<file path="config.mk">
export PLATFORM = sky130hd
export DESIGN_NAME = piso_frame_tx
export DESIGN_NICKNAME = d
export VERILOG_FILES = /design/src/rtl/piso_frame_tx.sv
export SDC_FILE = /design/constraint.sdc
export NUM_CORES = 1
export LEC_CHECK = 0
export ABC_AREA = 1
export CORE_MARGIN = 2
export CORE_UTILIZATION = 48
export CTS_CLUSTER_SIZE = 8
export DETAILED_ROUTE_END_ITERATION = 12
export PLACE_DENSITY_LB_ADDON = 0.3
export SLEW_MARGIN = 25
export SYNTH_ARGS = -nofsm -noshare
export SYNTH_HDL_FRONTEND = slang
export SYNTH_SLANG_ARGS = --single-unit
</file>
<file path="constraint.sdc">
create_clock -name Clk -period 1.5 [get_ports Clk]
set_input_delay 0.225 -clock Clk [delete_from_list [all_inputs] [get_ports Clk]]
set_output_delay 0.225 -clock Clk [all_outputs]
set_load 0.05 [all_outputs]
</file>
<file path="src/rtl/piso_frame_tx.sv">
// Framed parallel-in/serial-out transmitter: start bit, payload LSB first, optional parity, stop bit.
// Optional even-parity bit is built in when PISO_FRAME_TX_PARITY_EN is defined.
module piso_frame_tx #(
    parameter int DATA_W = 8
) (
    input  logic              Clk,
    input  logic              Rst_n,
    input  logic [DATA_W-1:0] In_data,
    input  logic              In_valid,
    output logic              In_ready,
    output logic              Out,
    output logic              Busy,
    output logic              Frame_done
);

    // state  | meaning
    // IDLE   | line idle at 1, waiting for a payload
    // START  | driving the start bit (0)
    // DATA   | driving payload bits, LSB first
    // PARITY | driving even parity of the payload (parity build only)
    // STOP   | driving the stop bit (1); may accept the next payload
    localparam int CNT_W = $clog2(DATA_W);
    localparam logic [CNT_W-1:0] CNT_LAST = CNT_W'(DATA_W - 1);

`ifdef PISO_FRAME_TX_PARITY_EN
    typedef enum logic [2:0] {
        IDLE   = 3'd0,
        START  = 3'd1,
        DATA   = 3'd2,
        PARITY = 3'd3,
        STOP   = 3'd4
    } state_t;
`else
    typedef enum logic [2:0] {
        IDLE   = 3'd0,
        START  = 3'd1,
        DATA   = 3'd2,
        STOP   = 3'd4
    } state_t;
`endif

    state_t            state_q, state_d;
    logic [DATA_W-1:0] shift_q, shift_d;
    logic [CNT_W-1:0]  cnt_q, cnt_d;
    logic              out_q, out_d;
    logic              accept;
`ifdef PISO_FRAME_TX_PARITY_EN
    logic              par_q, par_d;
`endif

    assign In_ready   = (state_q == IDLE) || (state_q == STOP);
    assign Busy       = (state_q != IDLE);
    assign Frame_done = (state_q == STOP);
    assign Out        = out_q;
    assign accept     = In_valid && In_ready;

    always_ff @(posedge Clk or negedge Rst_n) begin
        if (!Rst_n) begin
            state_q <= IDLE;
            shift_q <= '0;
            cnt_q   <= '0;
            out_q   <= 1'b1;
`ifdef PISO_FRAME_TX_PARITY_EN
            par_q   <= 1'b0;
`endif
        end else begin
            state_q <= state_d;
            shift_q <= shift_d;
            cnt_q   <= cnt_d;
            out_q   <= out_d;
`ifdef PISO_FRAME_TX_PARITY_EN
            par_q   <= par_d;
`endif
        end
    end

    // out_d is the line level for the state being entered, so Out is a flop output.
    always_comb begin
        state_d = state_q;
        shift_d = shift_q;
        cnt_d   = cnt_q;
        out_d   = out_q;
`ifdef PISO_FRAME_TX_PARITY_EN
        par_d   = par_q;
`endif
        case (state_q)
            IDLE, STOP: begin
                if (accept) begin
                    state_d = START;
                    shift_d = In_data;
                    cnt_d   = '0;
                    out_d   = 1'b0;
`ifdef PISO_FRAME_TX_PARITY_EN
                    par_d   = ^In_data;
`endif
                end else begin
                    state_d = IDLE;
                    out_d   = 1'b1;
                end
            end
            START: begin
                state_d = DATA;
                out_d   = shift_q[0];
                shift_d = {1'b0, shift_q[DATA_W-1:1]};
                cnt_d   = '0;
            end
            DATA: begin
                if (cnt_q == CNT_LAST) begin
                    cnt_d = '0;
`ifdef PISO_FRAME_TX_PARITY_EN
                    state_d = PARITY;
                    out_d   = par_q;
`else
                    state_d = STOP;
                    out_d   = 1'b1;
`endif
                end else begin
                    cnt_d   = cnt_q + CNT_W'(1);
                    out_d   = shift_q[0];
                    shift_d = {1'b0, shift_q[DATA_W-1:1]};
                end
            end
`ifdef PISO_FRAME_TX_PARITY_EN
            PARITY: begin
                state_d = STOP;
                out_d   = 1'b1;
            end
`endif
            default: begin
                state_d = IDLE;
                out_d   = 1'b1;
            end
        endcase
    end

endmodule

</file>
==> flow_metrics.env <==
export IMPL_grt_total_usage_pct=20.43
export IMPL_mostFrequentLayoutCell="nand2_1"
export IMPL_maxCapViolations=0
export IMPL_vias=667
export IMPL_grt_ovfl_total=0
export IMPL_crit_path_start_kind="flip-flop"
export IMPL_fillers=125
export IMPL_reg2regPathDepth=8
export IMPL_first_pass_iters=7
export IMPL_rr_endpoint="shift_q[4]$_DFFE_PN0P_"
export IMPL_ys_ff_latch=15
export IMPL_syn2layout_area_growth_pct=37.44
export IMPL_rows=14
export IMPL_p_switching_uw=997.8
export IMPL_synth_fp_nets=104
export IMPL_hold_buffers=0
export IMPL_syn_area_sq_um=732.0
export IMPL_dr_first_iter_drc_count=14
export IMPL_clk_path_buf_depth=2
export IMPL_cts_sinks=15
export IMPL_nets=127
export IMPL_routed_wl_mm=1.585
export IMPL_placed_cell_area_sq_um=969.7
export IMPL_antenna_cells=0
export IMPL_yosysUniqueCellTypes=18
export IMPL_clk_latency_ps=280
export IMPL_die_h_um=43.05
export IMPL_avgSynthCellArea_sq_um=8.043
export IMPL_fp_dieW_um=43.05
export IMPL_hold_ws_ps=242.4
export IMPL_setup_violations=0
export IMPL_regToRegSetupSlack_ps=70
export IMPL_grt_pass1_vias=666
export IMPL_hpwl_mm=1.212
export IMPL_start_util_pct=49.74
export IMPL_grt_max_degree=16
export IMPL_grt_pass1_wl_mm=2.822
export IMPL_p_int_mw=1.206
export IMPL_fin_ws_ps=25.63
export IMPL_dp_cells=124
export IMPL_layout_cells_non_filler=129
export IMPL_outcome="complete, no violations"
export IMPL_portBuffers=14
export IMPL_fin_crit_sh_pct=98.29
export IMPL_cts_tree="yes"
export IMPL_synthCells=91
export IMPL_synth_largest_area_cell="dfrtp_1"
export IMPL_utilization_pct=68.37
export IMPL_antenna_left=0
export IMPL_antenna_found_initial=0
export IMPL_drive_above_1_share_pct=19.47
export IMPL_slew_violations=0
export IMPL_final_cell_mix="nand2_1, dfrtp_1, nand3_1, clkdlybuf4s50_1, buf_4"
export IMPL_crit_type="flip-flop to output port"
export IMPL_finClkSkew_ps=6.191
export IMPL_p_leak_nw=0.5304
export IMPL_vdd_drop_max_mv=1.100
export IMPL_synth_area_top_cells="dfrtp_1, nand2_1, nand3_1, dfstp_2, ha_1"
export IMPL_slew_headroom_pct=80.95
export IMPL_path_max_fanout=2
export IMPL_r2r_start="state_q[1]$_DFFE_PN0P_"
export IMPL_power_density_mw_per_mm2=2190
export IMPL_yosysWarnings=0
export IMPL_die_area_sq_mm=0.001853
export IMPL_rsz0062_at_grt="yes"
export IMPL_core_area_sq_mm=0.001471
export IMPL_period_minus_slack_ps=1474
export IMPL_hold_viol_final=0
export IMPL_max_freq_mhz=678.3
export IMPL_cp_arrival_ps=1250
export IMPL_clkTransAtPathRegs_ps=90
export IMPL_seq_power_share_pct=32.3
export IMPL_drc=0
export IMPL_min_path_type="input port to async pin"
export IMPL_io_pins=15
export IMPL_comb_power_share_pct=57.3
export IMPL_yosysTopAreaCellShare_pct=47.86
export IMPL_fin_area_sq_mm=0.001006
export IMPL_sw_frac_of_total_pct=45.28
export IMPL_vias_per_cell=5.171
export IMPL_clkPwrFrac_pct=10.4
export IMPL_place_ws_ps=59.68
export IMPL_worst_pin_slew_ps=285.1
export IMPL_globalplace_congestion=0.8304
export IMPL_htree_levels=1
export IMPL_root_buffer="clkbuf_4"
export IMPL_wl_per_cell_um=12.29
export IMPL_cp_end_kind="output port"
export IMPL_setup_tns_final_ps=0
export IMPL_total_power_mw=2.203
export IMPL_cts_buffers=3
export IMPL_worstPathRequired_ps=1270
export IMPL_synth_seq_area_share_pct=51.45
kinds of logic after synthesis:
| kind of cell | count (synthesis) | synth area share [%] |
|---|---|---|
| and+or+nand+nor | 61 | 36.24 |
| buffers and inverters | 8 | 5.129 |
| DFF | 15 | 51.45 |
| AOI/OAI and AO/OA | 5 | 3.760 |
| adders and majority gates | 2 | 3.418 |
registers in the layout (all words and copies together), names as in the netlist:
register	flops
shift_q	8
cnt_q	3
state_q	3
Out	1
cell usage after synthesis:
cell	number
o21ai_1	1
dfrtp_1	14
inv_1	5
nor3_1	1
nor2_1	1
buf_4	1
inv_4	1
nand2_1	43
ha_1	2
nor2_2	2
nand4_1	1
o21ai_0	3
o31ai_1	1
dfstp_2	1
nand2_4	1
buf_2	1
nand3_2	1
nand3_1	11
layer usage:
layer / global-route usage, % / part of all wire (%) / routed length (um) / vias to the layer above
met3: 4.681 / 6.2 / 99 / 4
met2: 31.52 / 48 / 765 / 31
met1: 25.96 / 42 / 671 / 297
met4: 12.12 / 3.0 / 48 / 0
li1: - / - / - / 335
met5: 0 / 0 / 0 / -
power by group through the flow:
stage	Combinational (mW)	Clock (mW)	Sequential, mW
detailed placement	1.22	0	0.724
finish	1.26	0.229	0.712
CTS	1.25	0.232	0.708
floorplan	0.718	0	0.747
global route	1.40	0.242	0.732
global placement	1.17	0	0.716
how the worst max path moves through the flow:
stage | endpoint | slack [ps] | cells past startpoint | from
5_1_grt | Frame_done | -40 | 3 | state_q[1]$_DFFE_PN0P_
6_report | Frame_done | 30 | 3 | state_q[1]$_DFFE_PN0P_
2_1_floorplan | shift_q[0]$_DFFE_PN0P_ | 110 | 7 | state_q[1]$_DFFE_PN0P_
3_3_place_gp | shift_q[3]$_DFFE_PN0P_ | 140 | 8 | state_q[1]$_DFFE_PN0P_
3_5_place_dp | shift_q[4]$_DFFE_PN0P_ | 60 | 8 | state_q[1]$_DFFE_PN0P_
4_1_cts | Frame_done | 30 | 3 | state_q[1]$_DFFE_PN0P_
area by class of cell:
class / instances / area, sq um / share of cell area, %
timing repair buffer: 20 / 225.2 / 22.39
inverter: 6 / 25.02 / 2.488
clock buffer: 4 / 26.28 / 2.612
multi-input combinational: 68 / 332.8 / 33.08
tap: 16 / 20.02 / 1.990
sequential: 15 / 376.6 / 37.44
worst max-delay path, cell delays in order, from the launching register on:
cell	delay [ps]
dfrtp_1	410
buf_4	160
nor3_2	240
buf_12	170
what timing repair did:
action	in CTS	in global routing
resized for setup	0	1
setup endpoints to repair	2	9
cloned	0	0
pin swaps	0	1
setup buffers	1	0
(Power assumes the default switching activity.)
